--- config.mk ---
export PLATFORM = sky130hd
export DESIGN_NAME = dot_mac_engine
export DESIGN_NICKNAME = d
export VERILOG_FILES = /design/src/rtl/dot_mac_engine.sv
export SDC_FILE = /design/constraint.sdc
export NUM_CORES = 1
export LEC_CHECK = 0
export ABC_CLOCK_PERIOD_IN_PS = 15700
export CORE_MARGIN = 3
export CORE_UTILIZATION = 60
export DETAILED_ROUTE_END_ITERATION = 10
export PLACE_DENSITY = 0.76
export SKIP_CTS_REPAIR_TIMING = 1
export SLEW_MARGIN = 5
export SYNTH_ARGS = -nofsm -noshare
export SYNTH_HDL_FRONTEND = slang
export SYNTH_SLANG_ARGS = --single-unit
--- constraint.sdc ---
create_clock -name clk -period 15.7 [get_ports clk]
set_input_delay 2.355 -clock clk [delete_from_list [all_inputs] [get_ports clk]]
set_output_delay 2.355 -clock clk [all_outputs]
set_load 0.03 [all_outputs]
--- src/rtl/dot_mac_engine.sv ---
// Dot-product MAC engine: loads a data/weight vector pair, accumulates sum(data[k]*weight[k]),
// then drains the accumulator in OUT_W-bit chunks. Define DOT_MAC_SATURATE_EN to clamp on overflow.
//
// state   | meaning
// S_LOAD  | accept data/weight beats until both banks hold LANES elements
// S_COMPUTE | one multiply-accumulate per cycle, LANES cycles
// S_DRAIN | present accumulator chunks, least-significant first
module dot_mac_engine #(
  parameter int LANES = 4,
  parameter int DW    = 8,
  parameter int ACC_W = 24,
  parameter int OUT_W = 8
) (
  input  logic             clk,
  input  logic             rst_n,
  input  logic [DW-1:0]    in_data,
  input  logic             in_sel,
  input  logic             in_valid,
  output logic             in_ready,
  input  logic             acc_mode,
  input  logic             w_hold,
  output logic [OUT_W-1:0] out_data,
  output logic             out_valid,
  input  logic             out_ready,
  output logic             out_last,
  output logic             ovf
);

  localparam int NCHUNK = (ACC_W + OUT_W - 1) / OUT_W;
  localparam int CW     = $clog2(LANES + 1);
  localparam int IW     = (LANES > 1) ? $clog2(LANES) : 1;
  localparam int HW     = (NCHUNK > 1) ? $clog2(NCHUNK) : 1;
  localparam int PW     = 2 * DW;
  localparam logic [CW-1:0] FULL       = CW'(LANES);
  localparam logic [IW-1:0] LAST_IDX   = IW'(LANES - 1);
  localparam logic [HW-1:0] LAST_CHUNK = HW'(NCHUNK - 1);

  typedef enum logic [1:0] {
    S_LOAD    = 2'd0,
    S_COMPUTE = 2'd1,
    S_DRAIN   = 2'd2
  } state_t;

  state_t r_state, w_state_nxt;

  logic [DW-1:0]           r_data [LANES];
  logic [DW-1:0]           r_wgt  [LANES];
  logic [CW-1:0]           r_cnt_d, r_cnt_w;
  logic [CW-1:0]           w_cnt_d_nxt, w_cnt_w_nxt;
  logic [IW-1:0]           r_idx;
  logic [IW-1:0]           w_wr_idx;
  logic [HW-1:0]           r_chunk;
  logic [ACC_W-1:0]        r_acc;
  logic [ACC_W-1:0]        w_acc_nxt;
  logic                    r_ovf;
  logic                    w_beat, w_enter, w_out_hs, w_final_hs, w_carry;
  logic [PW-1:0]           w_prod;
  logic [ACC_W:0]          w_sum;
  logic [NCHUNK*OUT_W-1:0] w_acc_pad;

  assign in_ready    = (r_state == S_LOAD) && (in_sel ? (r_cnt_w < FULL) : (r_cnt_d < FULL));
  assign w_beat      = in_valid & in_ready;
  assign w_wr_idx    = in_sel ? r_cnt_w[IW-1:0] : r_cnt_d[IW-1:0];
  assign w_cnt_d_nxt = r_cnt_d + CW'(w_beat & ~in_sel);
  assign w_cnt_w_nxt = r_cnt_w + CW'(w_beat & in_sel);
  assign w_out_hs    = out_valid & out_ready;
  assign w_final_hs  = w_out_hs & out_last;
  assign w_enter     = (r_state == S_LOAD) && (w_state_nxt == S_COMPUTE);

  always_ff @(posedge clk) begin
    if (!rst_n) begin
      r_state <= S_LOAD;
    end else begin
      r_state <= w_state_nxt;
    end
  end

  // Entering COMPUTE on the edge that accepts the last beat gives out_valid at t+LANES+1.
  always_comb begin
    w_state_nxt = r_state;
    case (r_state)
      S_LOAD: begin
        if ((w_cnt_d_nxt == FULL) && (w_cnt_w_nxt == FULL)) w_state_nxt = S_COMPUTE;
      end
      S_COMPUTE: begin
        if (r_idx == LAST_IDX) w_state_nxt = S_DRAIN;
      end
      S_DRAIN: begin
        if (w_final_hs) w_state_nxt = S_LOAD;
      end
      default: w_state_nxt = S_LOAD;
    endcase
  end

  assign out_valid = (r_state == S_DRAIN);
  assign out_last  = out_valid && (r_chunk == LAST_CHUNK);

  always_comb begin
    w_acc_pad              = '0;
    w_acc_pad[ACC_W-1:0]   = r_acc;
  end

  assign out_data = out_valid ? w_acc_pad[r_chunk*OUT_W +: OUT_W] : '0;

  assign w_prod  = {{DW{1'b0}}, r_data[r_idx]} * {{DW{1'b0}}, r_wgt[r_idx]};
  assign w_sum   = {1'b0, r_acc} + {{(ACC_W + 1 - PW){1'b0}}, w_prod};
  assign w_carry = w_sum[ACC_W];

`ifdef DOT_MAC_SATURATE_EN
  assign w_acc_nxt = w_carry ? '1 : w_sum[ACC_W-1:0];
`else
  assign w_acc_nxt = w_sum[ACC_W-1:0];
`endif

  always_ff @(posedge clk) begin
    if (!rst_n) begin
      r_acc <= '0;
      r_ovf <= 1'b0;
    end else if (w_enter && !acc_mode) begin
      r_acc <= '0;
      r_ovf <= 1'b0;
    end else if (r_state == S_COMPUTE) begin
      r_acc <= w_acc_nxt;
      if (w_carry) r_ovf <= 1'b1;
    end
  end

  assign ovf = r_ovf;

  // Weight count survives the drain only when w_hold asks to reuse the weights.
  always_ff @(posedge clk) begin
    if (!rst_n) begin
      r_cnt_d <= '0;
      r_cnt_w <= '0;
      r_idx   <= '0;
      r_chunk <= '0;
    end else begin
      if (w_final_hs) begin
        r_cnt_d <= '0;
        r_cnt_w <= w_hold ? FULL : '0;
      end else begin
        r_cnt_d <= w_cnt_d_nxt;
        r_cnt_w <= w_cnt_w_nxt;
      end
      if (r_state == S_COMPUTE) begin
        r_idx <= (r_idx == LAST_IDX) ? '0 : r_idx + 1'b1;
      end
      if (w_out_hs) begin
        r_chunk <= (r_chunk == LAST_CHUNK) ? '0 : r_chunk + 1'b1;
      end
    end
  end

  always_ff @(posedge clk) begin
    if (w_beat) begin
      if (in_sel) begin
        r_wgt[w_wr_idx] <= in_data;
      end else begin
        r_data[w_wr_idx] <= in_data;
      end
    end
  end

endmodule

* Yosys cells after proc, flatten, opt, wreduce, memory -nomap -nowiden
Memory sizes are Yosys's and may differ from the RTL's. A register that Yosys moved wholly into a read port is not among the register bits.
Cells that the tools add are included.
** Storage, ports and cells
- Flip-flop bits (word level) :: 37
- Bits in writable memories :: 64
- Output and inout port bits :: 12
- Logic and storage cells :: 63
- Memories :: 2
** Memory list
- r_data :: words 4, bits a word 8, read ports 1, clocked after Yosys merged registers in 1, wr ports 1, RTL line 46 : logic [DW-1:0] r_data [LANES];
- r_wgt :: words 4, bits a word 8, read ports 1, clocked after Yosys merged registers in 1, wr ports 1, RTL line 47 : logic [DW-1:0] r_wgt [LANES];
** Cells by class
- $add $sub $neg :: 5
- $mul :: 1
- Magnitude comparators :: 2
- Eq/ne operators :: 7
- Shift-type cells :: 1
- Multiplexer cells :: 21
- Bitwise logic cells :: 7
- Reduce and logical (&&, ||, !) cells :: 10
** Operator list (count)
- 24-bit by 16-bit adder with 25-bit output :: 1
- 24-bit by 6-bit indexed part select with 8-bit output :: 1
- 2-bit 2-to-1 mux :: 10
- 8-bit by 8-bit multiplier with 16-bit output :: 1
- 8-bit 2-to-1 mux :: 1
- 1-bit 2-to-1 mux :: 7
- 2-bit equality test (second input constant) :: 3
- 3-bit equality test (second input constant) :: 2
- 3-bit less-than comparator (second input constant) :: 2
- 3-bit 2-to-1 mux :: 2
- 2-bit case mux with 3 select lines :: 1
- 1-bit logical AND :: 5
- 2-bit by 1-bit adder with 2-bit output (second input constant) :: 2
- 1-bit AND :: 4
- 2-bit by 1-bit equality test with 1-bit output (second input constant) :: 2
- 2-bit OR reduction :: 2
- 3-bit by 1-bit adder with 3-bit output :: 1
- 3-bit adder :: 1
- 1-bit by 3-bit AND with 3-bit output :: 1
- 1-bit NOT with 3-bit output :: 1
- 2-bit zero test :: 1
- 2-bit AND reduction :: 1
- 1-bit zero test :: 1
- 1-bit NOT :: 1

* Depth between registers and ports, before layout
Gate-level depths: netlist of run 1.
- Depth in word-level cells :: 14
- Depth in mapped cells :: 20
- Gate-level depth less buffers :: 18

* Worst setup path before layout of run 1
Ideal clock, no wire load.
- Path kind :: input port to output port
- From :: input port in_sel
- To :: output port in_ready
- Data arrival time :: 3439 ps
- Setup slack :: 9906 ps
- Stages on the path :: 3
- Buffers on the path :: 1
- Path through :: buf_2 -> nor2b_1 -> a2111oi_2
** Between the ends
- Word-level cells in the longest chain between the ends :: 2
** Ends and longest elaborated chain
- from (decl) :: RTL line 17 : input logic in_sel,
- 1-bit 2-to-1 mux :: RTL line 61 : assign in_ready = (r_state == S_LOAD) && (in_sel ? (r_cnt_w < FULL) : (r_cnt_d < FULL));
- 1-bit logical AND :: RTL line 61
- to (decl) :: RTL line 19 : output logic in_ready,
No other way between the ends.

* Worst setup path after layout of run 1
Same ends and word-level chain as after synthesis.

==> results of run 1 <==
-- final cells by class --
type | instances | area, sq um | area share
inverter | 101 | 379 | 0.0499
clock buffer | 9 | 225 | 0.0297
timing repair buffer | 31 | 298 | 0.0392
tap | 140 | 175 | 0.0231
multi-input combinational | 416 | 3720 | 0.490
clock inverter | 7 | 90.1 | 0.0119
sequential | 103 | 2700 | 0.356
-- per-stage QoR --
step / hold WS (ns) / instance area [sq um] / power, uW / cells / utilization
after global routing: 0.508 / 7590 / 790 / 807 / 0.691
final: 0.487 / 7590 / 744 / 807 / 0.691
after CTS: 0.487 / 7590 / 748 / 807 / 0.691
after detailed placement: 0.477 / 7280 / 513 / 791 / 0.663
after floorplan: 0.444 / 6860 / 467 / 639 / -
after global placement: 0.472 / 7280 / 509 / 791 / 0.663
-- power breakdown --
part	internal [uW]	total [uW]	switching [uW]
Sequential	291	293	1.67
Clock	128	236	108
Combinational	87.5	215	128
-- sequential cells by signal, indices dropped and copies added (netlist names), named ones only --
register,flops
r_idx,2
r_wgt,32
r_cnt_d,3
r_state,2
r_data,32
ovf,1
r_chunk,2
r_cnt_w,3
r_acc,24
-- layer usage --
metal,GRT usage,vias up
met5,0,-
met4,0.0785,0
met3,0.0348,24
met2,0.382,133
met1,0.328,2282
li1,-,2201
-- synthesized netlist by cell type, drive strengths merged, types with 2 or more instances --
cell type	n	area share
inv	101	0.055
nand2	71	0.039
edfxtp	64	0.28
fa	50	0.15
ha	46	0.084
a21oi	42	0.031
dfxtp	39	0.11
and2	36	0.033
nor2	30	0.016
mux4	16	0.053
clkbuf	12	0.0066
o21ai	12	0.0093
mux2i	10	0.015
nand3	10	0.0073
xnor2	9	0.011
a211oi	8	0.010
nor2b	8	0.0073
buf	7	0.0047
nor3	7	0.0051
and3	6	0.0055
xor2	6	0.0077
nand2b	5	0.0046
nor4b	4	0.0051
or3	4	0.0036
a21o	3	0.0033
nor4	3	0.0027
a211o	2	0.0026
a21boi	2	0.0022
a221oi	2	0.0035
a31oi	2	0.0018
nand4	2	0.0018
nor3b	2	0.0022
o211ai	2	0.0022
o21a	2	0.0024
o21bai	2	0.0022
-- final timing paths --
| kind | from | depth (start not counted) | to | slack [ns] |
|---|---|---|---|---|
| worst min-delay path | r_acc[14]$_SDFFE_PP0P_ | 2 | r_acc[14]$_SDFFE_PP0P_ | 0.49 |
| worst max-delay path | in_sel | 4 | in_ready | 8.95 |
| worst max register to register | flip-flop | 15 | ovf$_SDFFE_PP0P_ | 9.71 |
| worst min register to register | r_acc[14]$_SDFFE_PP0P_ | 2 | r_acc[14]$_SDFFE_PP0P_ | 0.49 |
-- cell families after synthesis --
group / share of synthesized area
and+or+nand+nor: 0.137
buffers and inverters: 0.0666
DFF: 0.394
adders and majority gates: 0.230
AOI/OAI and AO/OA: 0.0843
muxes: 0.0688
xor gates and xnor gates: 0.0192
-- placed cells by master (no fill, tap or decap), types with 7 or more instances in the layout --
cell type	Yosys	layout
ha_1	46	46
xnor2_1	9	9
a21oi_1	42	42
and2_1	36	36
mux4_2	16	16
edfxtp_1	64	64
nor2b_1	8	8
clkbuf_16	0	9
nor2_1	30	30
inv_1	101	101
dfxtp_1	39	39
o21ai_0	11	11
fa_1	50	50
nand2_1	71	71
mux2i_1	10	10
clkdlybuf4s50_1	0	26
nand3_1	10	10
nor3_1	7	7
-- critical path, delay by kind of cell --
family | cells | cell delay (ns)
buffers and inverters | 2 | 1.44
AND/OR/NAND/NOR | 1 | 0.12
AO/OA/AOI/OAI | 1 | 0.48
==> results.sh, run 1 <==
export IMPL_synth_seq_cells=103
export IMPL_drt_iter0_drc=192
export IMPL_final_layout_size_suffix_gt1_frac=0.0750
export IMPL_clockBufferDepth=2
export IMPL_hpwl_um=10300
export IMPL_drt_pre_antenna_iters=5
export IMPL_num_antenna_cells=0
export IMPL_maxSlewHeadroom=0.204
export IMPL_fmax_ghz=0.148
export IMPL_finalWeightedCongestion=0.900
export IMPL_drc=0
export IMPL_cp_required_ns=13.35
export IMPL_fin_skew_ns=0.0112
export IMPL_drv_slew=0
export IMPL_wl_per_cell_um=17.1
export IMPL_syn_avg_cell_area_sq_um=10.7
export IMPL_syn_inst=639
export IMPL_pwr_density_cell_nw_per_um2=98.0
export IMPL_ir_drop_uv=72.7
export IMPL_cts_sinks=103
export IMPL_critPathCaptureType="output pin"
export IMPL_grt_pass1_wl_um=23600
export IMPL_vias_per_cell=5.75
export IMPL_timing_final_crit_share=0.430
export IMPL_rsz0062_at_grt="false"
export IMPL_status="finished clean"
export IMPL_crit_top_cell="clkdlybuf4s50_1"
export IMPL_dieArea_sq_um=12700
export IMPL_cp_start_kind="input pin"
export IMPL_setup_tns_ns=0
export IMPL_fp_dieW_um=113
export IMPL_clockRootBuffer="clkbuf_16"
export IMPL_synth_area_sq_um=6860
export IMPL_grt_max_degree=28
export IMPL_place_ws_ns=8.94
export IMPL_synth_main_ff_cell="edfxtp_1"
export IMPL_synth_yosys_warnings=0
export IMPL_min_path_type="flip-flop to flip-flop"
export IMPL_crit_type="input pin to output pin"
export IMPL_wl_met2_um=6800
export IMPL_maxCapViolCount=0
export IMPL_period_minus_slack_ns=6.75
export IMPL_start_util=0.624
export IMPL_antenna_found_initial=0
export IMPL_grt_pass1_vias=4760
export IMPL_clk_latency_ns=0.36
export IMPL_leakagePower_uw=0.00311
export IMPL_synthArstFlopShare=0
export IMPL_tritoncts="done"
export IMPL_syn_num_nets=750
export IMPL_num_io_pins=27
export IMPL_hold_viol=0
export IMPL_tightest_slew_ns=1.19
export IMPL_fin_nets=773
export IMPL_num_rows=38
export IMPL_nFillCells=816
export IMPL_htreeDepth=3
export IMPL_yosysSeqAreaShare=0.394
export IMPL_setup_viol=0
export IMPL_finalWorstSetupSlack_ns=8.95
export IMPL_path_cells="clkdlybuf4s50_1 -> nor2b_1 -> a2111oi_2 -> clkdlybuf4s50_1"
export IMPL_detail_route_antenna_nets=0
export IMPL_dr_wl_met3_um=709
export IMPL_slowest_stage="clkdlybuf4s50_1"
export IMPL_dr_total_vias=4640
export IMPL_portBuffers=26
export IMPL_path_clk_slew_ns=0.07
export IMPL_slowest_delay_ns=0.76
export IMPL_groute_usage_overall=0.235
export IMPL_yosysUniqueCellTypes=52
export IMPL_area_growth_pct=10.7
export IMPL_overflow=0
export IMPL_die_height_um=113
export IMPL_wl_um=13800
export IMPL_synth_edff_count=64
export IMPL_m1WireLength_um=6000
export IMPL_core_sq_um=11000
export IMPL_top_layer="met4"
export IMPL_arrival_ns=4.40
export IMPL_cp_max_fo=9
export IMPL_cts_buffers=9
Power figures use the tool's default switching activity.
==> run 2, diff against run 1 <==
--- a/config.mk
+++ b/config.mk
@@ -5,11 +5,11 @@
 export SDC_FILE = /design/constraint.sdc
 export NUM_CORES = 1
 export LEC_CHECK = 0
-export ABC_CLOCK_PERIOD_IN_PS = 15700
+export ABC_CLOCK_PERIOD_IN_PS = 5500
 export CORE_MARGIN = 3
-export CORE_UTILIZATION = 60
+export CORE_UTILIZATION = 56
 export DETAILED_ROUTE_END_ITERATION = 10
-export PLACE_DENSITY = 0.76
+export PLACE_DENSITY = 0.74
 export SKIP_CTS_REPAIR_TIMING = 1
 export SLEW_MARGIN = 5
 export SYNTH_ARGS = -nofsm -noshare
==> constraint.sdc (replaced) <==
create_clock -name clk -period 5.5 [get_ports clk]
set_input_delay 0.825 -clock clk [delete_from_list [all_inputs] [get_ports clk]]
set_output_delay 0.825 -clock clk [all_outputs]
set_load 0.03 [all_outputs]
==> results.sh, run 2 (synthesis results as in run 1) <==
export IMPL_switching_power_uw=686
export IMPL_finalPower_uw=2100
export IMPL_seq_power_share=0.398
export IMPL_detail_route_antenna_nets=0
export IMPL_setup_viol=0
export IMPL_clockBufferDepth=2
export IMPL_pwr_share_comb=0.308
export IMPL_core_sq_um=11700
export IMPL_cp_required_ns=5.77
export IMPL_placed_cells=801
export IMPL_htreeDepth=3
export IMPL_power_internal_uw=1420
export IMPL_ir_drop_uv=199
export IMPL_switching_share=0.326
export IMPL_tightest_slew_ns=1.23
export IMPL_final_cells=827
export IMPL_antenna_found_initial=0
export IMPL_pwr_density_cell_nw_per_um2=271
export IMPL_clockPowerShare=0.294
export IMPL_critPathCaptureType="flip-flop"
export IMPL_leakagePower_uw=0.00319
export IMPL_top_regs="r_data (32), r_wgt (32), r_acc (24)"
export IMPL_crit_type="flip-flop to flip-flop"
export IMPL_drv_slew=0
export IMPL_vias_per_cell=5.74
export IMPL_grt_pass1_vias=4872
export IMPL_whs_ns=0.491
export IMPL_fin_nets=790
export IMPL_timing_final_crit_share=0.957
export IMPL_clk_latency_ns=0.35
export IMPL_area_growth_pct=12.9
export IMPL_final_common_cell="inv_1"
export IMPL_overflow=0
export IMPL_setup_tns_ns=0
export IMPL_tritoncts="done"
export IMPL_fp_dieW_um=117
export IMPL_portBuffers=26
export IMPL_num_rows=39
export IMPL_dieArea_sq_um=13600
export IMPL_final_cell_mix="inv_1, nand2_1, edfxtp_1, fa_1, ha_1"
export IMPL_fmax_ghz=0.190
export IMPL_start_util=0.585
export IMPL_cts_sinks=103
export IMPL_num_io_pins=27
export IMPL_maxCapViolCount=0
export IMPL_arrival_ns=5.54
export IMPL_cts_buffers=9
export IMPL_final_layout_size_suffix_gt1_frac=0.101
export IMPL_path_clk_slew_ns=0.08
export IMPL_grt_max_degree=25
export IMPL_rsz0062_at_grt="false"
export IMPL_min_path_type="flip-flop to flip-flop"
export IMPL_num_antenna_cells=0
export IMPL_groute_usage_overall=0.229
export IMPL_maxSlewHeadroom=0.180
export IMPL_cp_start_kind="flip-flop"
export IMPL_wl_um=14400
export IMPL_die_height_um=117
export IMPL_fin_skew_ns=0.0107
export IMPL_status="finished clean"
export IMPL_finalWeightedCongestion=0.965
export IMPL_hpwl_um=10900
export IMPL_wl_per_cell_um=17.4
export IMPL_dr_total_vias=4750
export IMPL_drc=0
export IMPL_drt_iter0_drc=353
export IMPL_drt_pre_antenna_iters=5
export IMPL_hold_viol=0
export IMPL_cp_max_fo=16
export IMPL_period_minus_slack_ns=5.26
export IMPL_clockRootBuffer="clkbuf_16"
export IMPL_grt_pass1_wl_um=23800
## run 2: cell types whose count changed in the layout (fill, tap and decap cells not counted)
cell and delta:
a211oi_1 -2, a211oi_2 +2, a221oi_2 -1, a221oi_4 +1, buf_12 +2, buf_4 +15
bufinv_16 -1, inv_6 +3, inv_8 -2
## run 2: power groups by stage
stage	clock, uW	sequential, uW	combinational (uW)
after detailed placement	0	854	628
after CTS	630	836	636
after global routing	663	837	740
final	618	836	648
after floorplan	0	852	481
after global placement	0	853	615
## run 2: layer usage
metal,global-route usage,vias to the layer above,wire [um]
li1,-,2241,-
met1,0.309,2343,5950
met3,0.0415,24,869
met2,0.382,142,7330
met5,0,-,0
met4,0.0703,0,259
## run 2: through the flow
stage	util	worst slack (ns)	instance area, sq um
floorplan	-	0.149	6860
global placement	0.628	0.228	7360
detailed placement	0.628	0.167	7360
CTS	0.653	0.143	7650
global route	0.661	0.0117	7740
finish	0.661	0.238	7740
## run 2: worst max-delay path: stages, from the launching register on
cell	delay, ns
dfxtp_1	0.36
buf_12	0.18
buf_4	0.13
mux4_2	0.51
buf_4	0.18
and2_1	0.18
fa_1	0.45
fa_1	0.51
ha_1	0.29
inv_1	0.05
fa_1	0.54
inv_1	0.05
ha_1	0.25
a211o_1	0.33
a211o_1	0.38
a221oi_4	0.31
buf_4	0.16
xnor2_1	0.10
nand2_1	0.07
a21oi_1	0.15
## run 2: path summary, 6_finish.rpt
path                         start                endpoint  slack [ns]  cells after the start
max                      flip-flop  r_acc[14]$_SDFFE_PP0P_        0.24                     19
min          r_acc[9]$_SDFFE_PP0P_   r_acc[9]$_SDFFE_PP0P_        0.49                      2
max reg2reg              flip-flop  r_acc[14]$_SDFFE_PP0P_        0.24                     19
min reg2reg  r_acc[9]$_SDFFE_PP0P_   r_acc[9]$_SDFFE_PP0P_        0.49                      2
## run 2: cell type report
class	count	area, sq um
Timing Repair Buffer	48	450
Fill cell	899	3970
Clock buffer	9	225
Multi-Input combinational cell	416	3740
Sequential cell	103	2700
Tap cell	143	179
Clock inverter	7	63.8
Inverter	101	379
==> run 3, diff against run 2 <==
--- a/config.mk
+++ b/config.mk
@@ -7,9 +7,9 @@
 export LEC_CHECK = 0
 export ABC_CLOCK_PERIOD_IN_PS = 5500
 export CORE_MARGIN = 3
-export CORE_UTILIZATION = 56
+export CORE_UTILIZATION = 46
 export DETAILED_ROUTE_END_ITERATION = 10
-export PLACE_DENSITY = 0.74
+export PLACE_DENSITY = 0.62
 export SKIP_CTS_REPAIR_TIMING = 1
 export SLEW_MARGIN = 5
 export SYNTH_ARGS = -nofsm -noshare
==> results.sh, run 3 (synthesis results as in run 1) <==
export IMPL_top_regs="r_data (32), r_wgt (32), r_acc (24)"
export IMPL_tightest_slew_ns=1.23
export IMPL_slowest_delay_ns=0.61
export IMPL_overflow=0
export IMPL_vias_per_cell=5.39
export IMPL_core_sq_um=14200
export IMPL_path_clk_slew_ns=0.07
export IMPL_switching_power_uw=713
export IMPL_groute_usage_overall=0.192
export IMPL_drv_slew=0
export IMPL_clockBufferDepth=2
export IMPL_cp_max_fo=16
export IMPL_min_path_type="flip-flop to flip-flop"
export IMPL_period_minus_slack_ns=5.29
export IMPL_crit_top_cell="fa_1"
export IMPL_fin_skew_ns=0.0119
export IMPL_cp_start_kind="flip-flop"
export IMPL_leakagePower_uw=0.00320
export IMPL_finalWeightedCongestion=0.877
export IMPL_num_io_pins=27
export IMPL_path_cells="buf_12 -> mux4_2 -> and2_1 -> fa_1 -> fa_1 -> fa_1 -> inv_1 -> fa_1 -> inv_1 -> ha_1 -> nand2_1 -> a211oi_2 -> a221oi_4 -> o21a_2 -> or3_1 -> a21oi_1"
export IMPL_ir_drop_uv=164
export IMPL_power_internal_uw=1420
export IMPL_crit_type="flip-flop to flip-flop"
export IMPL_switching_share=0.334
export IMPL_nFillCells=1253
export IMPL_tritoncts="done"
export IMPL_cts_buffers=9
export IMPL_arrival_ns=5.57
export IMPL_maxSlewHeadroom=0.176
export IMPL_pwr_share_comb=0.311
export IMPL_area_growth_pct=14.1
export IMPL_fin_area_sq_um=7830
export IMPL_dr_total_vias=4656
export IMPL_grt_max_degree=25
export IMPL_status="finished clean"
export IMPL_finalWorstSetupSlack_ns=0.214
export IMPL_num_rows=43
export IMPL_detail_route_antenna_nets=0
export IMPL_cp_required_ns=5.78
export IMPL_final_common_cell="inv_1"
export IMPL_wl_um=14900
export IMPL_drt_pre_antenna_iters=5
export IMPL_timing_final_crit_share=0.961
export IMPL_clk_latency_ns=0.36
export IMPL_clockPowerShare=0.298
export IMPL_wl_per_cell_um=17.3
export IMPL_hpwl_um=11300
export IMPL_clockRootBuffer="clkbuf_16"
export IMPL_setup_viol=0
export IMPL_dieArea_sq_um=16400
export IMPL_drc=0
export IMPL_finalPower_uw=2140
export IMPL_grt_pass1_wl_um=24300
export IMPL_placed_cells=836
export IMPL_fin_nets=790
export IMPL_start_util=0.483
export IMPL_grt_pass1_vias=4746
export IMPL_pwr_density_cell_nw_per_um2=273
export IMPL_final_cell_mix="inv_1, nand2_1, edfxtp_1, fa_1, ha_1"
export IMPL_fp_dieW_um=128
export IMPL_critPathCaptureType="flip-flop"
export IMPL_whs_ns=0.485
export IMPL_portBuffers=26
export IMPL_fmax_ghz=0.189
export IMPL_hold_viol=0
export IMPL_num_antenna_cells=0
export IMPL_crit_family="adder cells"
export IMPL_die_height_um=128
export IMPL_htreeDepth=3
export IMPL_cts_sinks=103
export IMPL_path_buf_inv=3
export IMPL_place_ws_ns=0.132
export IMPL_final_cells=864
export IMPL_seq_power_share=0.391
export IMPL_slowest_stage="mux4_2"
export IMPL_final_layout_size_suffix_gt1_frac=0.107
export IMPL_place_area_sq_um=7400
export IMPL_maxCapViolCount=0
export IMPL_antenna_found_initial=0
export IMPL_drt_iter0_drc=328
[run 3: changes by cell type in the layout (fill, tap and decap cells not counted), moves of 2 or more]
cell     previous run  this run
o21ai_0            11         9
inv_6               4         2
a21oi_1            42        40
a21oi_2             0         2
o21ai_1             0         2
inv_8               0         2
[run 3: worst reg2reg max path: stages, from the launching register on]
cell and delay (ns):
dfxtp_1 0.36, buf_12 0.18, mux4_2 0.61, and2_1 0.21
fa_1 0.49, fa_1 0.52, fa_1 0.55, inv_1 0.06
fa_1 0.53, inv_1 0.04, ha_1 0.36, nand2_1 0.15
a211oi_2 0.30, a221oi_4 0.12, o21a_2 0.25, or3_1 0.31
a21oi_1 0.15
[run 3: path summary, 6_finish.rpt]
path / start / endpoint / slack, ns / depth (start not counted)
worst min register to register: r_acc[14]$_SDFFE_PP0P_ / r_acc[14]$_SDFFE_PP0P_ / 0.49 / 2
worst max-delay path: flip-flop / r_acc[20]$_SDFFE_PP0P_ / 0.21 / 16
worst min-delay path: r_acc[14]$_SDFFE_PP0P_ / r_acc[14]$_SDFFE_PP0P_ / 0.49 / 2
worst max register to register: flip-flop / r_acc[20]$_SDFFE_PP0P_ / 0.21 / 16
[run 3: cell type report]
type,instances,area [sq um],area share
clock inverters,7,71.3,0.00911
flip-flops and latches,103,2700,0.345
clock buffers,9,225,0.0288
repair buffers,48,463,0.0592
multi-input cells,416,3760,0.480
well taps,180,225,0.0288
inverters,101,379,0.0484
[run 3: routing by layer]
metal | track usage | up-vias | part of all wire
met1 | 0.275 | 2311 | 0.46
met4 | 0.0549 | 0 | 0.014
met5 | 0 | - | 0
met2 | 0.308 | 90 | 0.49
li1 | - | 2236 | -
met3 | 0.0279 | 19 | 0.039
[run 3: power by group through the flow]
stage / clock [uW] / combinational, uW / sequential, uW
2_1_floorplan: 0 / 481 / 852
4_1_cts: 652 / 639 / 836
3_5_place_dp: 0 / 632 / 854
3_3_place_gp: 0 / 625 / 853
6_report: 635 / 664 / 836
5_1_grt: 677 / 753 / 837
[run 3: stage by stage]
step           TNS [ns]   util
6_report              0  0.551
5_1_grt        -0.00350  0.551
4_1_cts               0  0.542
3_5_place_dp          0  0.521
3_3_place_gp          0  0.521
2_1_floorplan         0      -
==> RTL change 1: new RTL, config.mk and constraints of run 2 <==
Re-encode `state_t` (3 states) as one-hot, 3 bits wide.
--- a/src/rtl/dot_mac_engine.sv
+++ b/src/rtl/dot_mac_engine.sv
@@ -35,10 +35,10 @@
   localparam logic [IW-1:0] LAST_IDX   = IW'(LANES - 1);
   localparam logic [HW-1:0] LAST_CHUNK = HW'(NCHUNK - 1);
 
-  typedef enum logic [1:0] {
-    S_LOAD    = 2'd0,
-    S_COMPUTE = 2'd1,
-    S_DRAIN   = 2'd2
+  typedef enum logic [2:0] {
+    S_LOAD    = 3'b001,
+    S_COMPUTE = 3'b010,
+    S_DRAIN   = 3'b100
   } state_t;
 
   state_t r_state, w_state_nxt;
Behaviour: no difference found for any inputs over 10 cycles, from zero or initial values and one cycle with rst_n low; not proved beyond that.
==> RTL change 1 against run 2 <==
Global-route usage down 0.80 points. Worst setup slack worse by 0.061 ns. Power down 3.1%. Routed wire length up 3.7%. Via count up 5.8%. Sequential cell count up 1. Clock skew down 0.0029 ns. Design area up 0.76%. Area after synthesis up 1.7%. Utilization down 1.7 points. Clock power up 1%. Largest power group unchanged.
==> RTL change 1: results <==
global_route:
  use_met3: 0.0380
  met2_usage: 0.376
  grt_use_met1: 0.294
  antenna_found_initial: 0
  grt_max_degree: 31
  track_usage: 0.221
  grt_first_pass_wirelength_um: 24400
critical_path:
  path_max_fanout: 8
  cp.arrival_ns: 5.57
  path_delay_family: "adder cells"
  slowest_delay_ns: 0.59
  crit_slowest_cell: "mux4_2"
layout:
  nNetsFinal: 812
  stdcell_count: 874
  drive_gt1_frac: 0.0793
  reg_top3: "r_data x32, r_wgt x32, r_acc x24"
routing:
  via_count: 5024
  routed_wl_um: 14900
  drtPass1Iterations: 5
  drtIter0Drc: 308
pwr:
  p_leak_nw: 3.25
  ir_drop_mv: 0.160
yosys:
  synth_common_cells: "inv_1 (106), nand2_1 (73), edfxtp_1 (64), fa_1 (50), nor2_1 (47)"
  avgSynthCellArea_um2: 10.4
  ys.warnings.count: 0
  ys_top_cells_by_area: "edfxtp_1 (28%), fa_1 (14%), dfxtp_1 (11%), ha_1 (8.3%), inv_1 (5.7%)"
  yosysSeqAreaShare: 0.390
  synth_nets: 780
  ys_types: 56
sta:
  worst_pin_slew_ns: 0.903
  skew_ns: 0.00775
placement:
  dp_slack_ns: 0.146
  dpl.hpwl_um: 11400
  place_inst: 851
  gp_congestion: 0.977
  port-buffer-count: 26
clock_network:
  cts-root-buf: "clkbuf_16"
  clock_latency_ns: 0.35
  cts_inserted_buffers: 9
min_path:
  min_path_type: "reg2reg"
run_status:
  outcome: "finished clean"
[RTL change 1: cell types whose count changed after synthesis, sizes merged, moves of 4 or more]
cell / before / now
and3: 6 / 10
inv: 101 / 106
xor2: 6 / 0
nor2: 30 / 47
a31oi: 2 / 8
[RTL change 1: layer usage]
metal	routed length, um	vias to the layer above
met5	0	-
li1	-	2326
met3	884	14
met2	7630	169
met4	234	0
met1	6200	2515
[RTL change 1: area by class of cell]
type	instances	area, um2
clock buffers	10	229
clock inverters	6	57.6
fillers	950	4310
inverters	106	398
multi-input cells	440	3790
flip-flops and latches	104	2730
well taps	168	210
repair buffers	40	395
[RTL change 1: path summary, 6_finish.rpt]
kind / startpoint / end / slack, ns / depth (start not counted)
hold reg to reg: ovf / ovf / 0.47 / 2
setup / recovery: flip-flop / r_acc[15] / 0.18 / 17
setup reg to reg: flip-flop / r_acc[15] / 0.18 / 17
hold / removal: ovf / ovf / 0.47 / 2
[RTL change 1: report_power, final]
| part | switching, mW | internal (mW) | leakage [nW] |
|---|---|---|---|
| logic | 0.336 | 0.235 | 2.20 |
| registers | 0.00494 | 0.837 | 0.904 |
| clock network | 0.304 | 0.320 | 0.142 |
| total | 0.645 | 1.39 | 3.25 |
[RTL change 1: stage by stage]
stage	utilization	TNS [ns]	hold slack, ns	area, um2
after global routing	0.644	-0.0608	0.521	7800
after floorplan	-	0	0.442	6980
final	0.644	0	0.471	7800
after global placement	0.614	0	0.447	7430
after detailed placement	0.614	0	0.459	7430
after CTS	0.637	0	0.474	7720
[RTL change 1: cell families (layout without fill, tap and decap cells)]
kind of cell	Yosys count	after routing	share of synthesized area
buf+inv	125	162	0.0691
compound gates	95	95	0.0874
xor+xnor	9	9	0.0113
mux	28	28	0.0689
fa+ha+maj	96	96	0.226
simple gates	212	212	0.147
flops	104	104	0.390
==> RTL change 2: new RTL, config.mk and constraints of run 2 <==
Without the edit above. Build with the macro `DOT_MAC_SATURATE_EN` defined.
--- a/src/rtl/dot_mac_engine.sv
+++ b/src/rtl/dot_mac_engine.sv
@@ -5,6 +5,8 @@
 // S_LOAD  | accept data/weight beats until both banks hold LANES elements
 // S_COMPUTE | one multiply-accumulate per cycle, LANES cycles
 // S_DRAIN | present accumulator chunks, least-significant first
+`define DOT_MAC_SATURATE_EN
+
 module dot_mac_engine #(
   parameter int LANES = 4,
   parameter int DW    = 8,
Formal check against the unedited RTL: no difference found for any inputs over 10 cycles, from zero or initial values and one cycle with rst_n low; that may be too few to reach the edited logic, so the function may still have changed.
==> RTL change 2 against run 2 <==
Sequential cell count did not move. Design area grew 3.6%. Area after synthesis down 0.36%. Largest cell class unchanged. Worst setup slack worse by 0.14 ns. Global-route usage increased by 0.21 points. Power rose by 5.2%. Highest routed layer unchanged. Routed wire length is 8.1% higher. Die area shrank 0.34%.
==> RTL change 2: results <==
run_status:
  outcome: "finished clean"
global_route:
  grt_pass1_vias: 4674
  use_met3: 0.0404
  track_usage: 0.231
  grt_first_pass_wirelength_um: 23600
  met2_usage: 0.353
layout:
  seq_share: 0.337
  fillers: 803
  stdcell_count: 820
  nonClkBufAreaFrac: 0.0770
  multi_input_area_um2: 3860
  multi_input_area_share: 0.481
  n_all_inverters: 102
  nNetsFinal: 784
placement:
  gp_congestion: 0.957
  place_inst: 789
  dpl.hpwl_um: 11600
pwr:
  clkPwrFrac: 0.271
  p_seq_frac: 0.378
  p_leak_nw: 3.27
critical_path:
  path_max_fanout: 8
  slowest_delay_ns: 0.59
  rrSetupSlack_ns: 0.10
  r2r_cells: 18
routing:
  post_drt_via_cell_ratio: 5.89
  wl_met1_um: 6750
  dr_wl_met2_um: 7500
  routedWlPerCell_um: 19.0
  drtIter0Drc: 328
yosys:
  ys_top_cells_by_area: "edfxtp_1 (28%), fa_1 (15%), dfxtp_1 (11%), ha_1 (8.4%), inv_1 (5.6%)"
  synth_top_area_share: 0.281
  yosysSeqAreaShare: 0.396
  ys_types: 54
  synth_common_cells: "inv_1 (102), edfxtp_1 (64), nand2_1 (58), fa_1 (50), ha_1 (46)"
sta:
  worst_pin_slew_ns: 1.22
  hold_ws_ns: 0.449
min_path:
  min_to: "ovf"
-- RTL change 2: cells by family after synthesis --
logic type | after synthesis | synth area share
buffers and inverters | 119 | 0.0672
AND/OR/NAND/NOR | 171 | 0.130
XOR/XNOR | 17 | 0.0218
AO/OA/AOI/OAI | 85 | 0.0872
multiplexers | 26 | 0.0676
adder cells (fa/ha/maj) | 96 | 0.231
flip-flops | 103 | 0.396
-- RTL change 2: through the flow --
| step | total power [mW] | worst slack (ns) | util | TNS, ns |
|---|---|---|---|---|
| 4_1_cts | 2.09 | -0.0340 | 0.659 | -0.0908 |
| 5_1_grt | 2.33 | -0.0649 | 0.688 | -0.282 |
| 3_3_place_gp | 1.48 | 0.0987 | 0.635 | 0 |
| 2_1_floorplan | 1.29 | 0.0541 | - | 0 |
| 3_5_place_dp | 1.50 | -0.0120 | 0.635 | -0.0120 |
| 6_report | 2.21 | 0.100 | 0.688 | 0 |
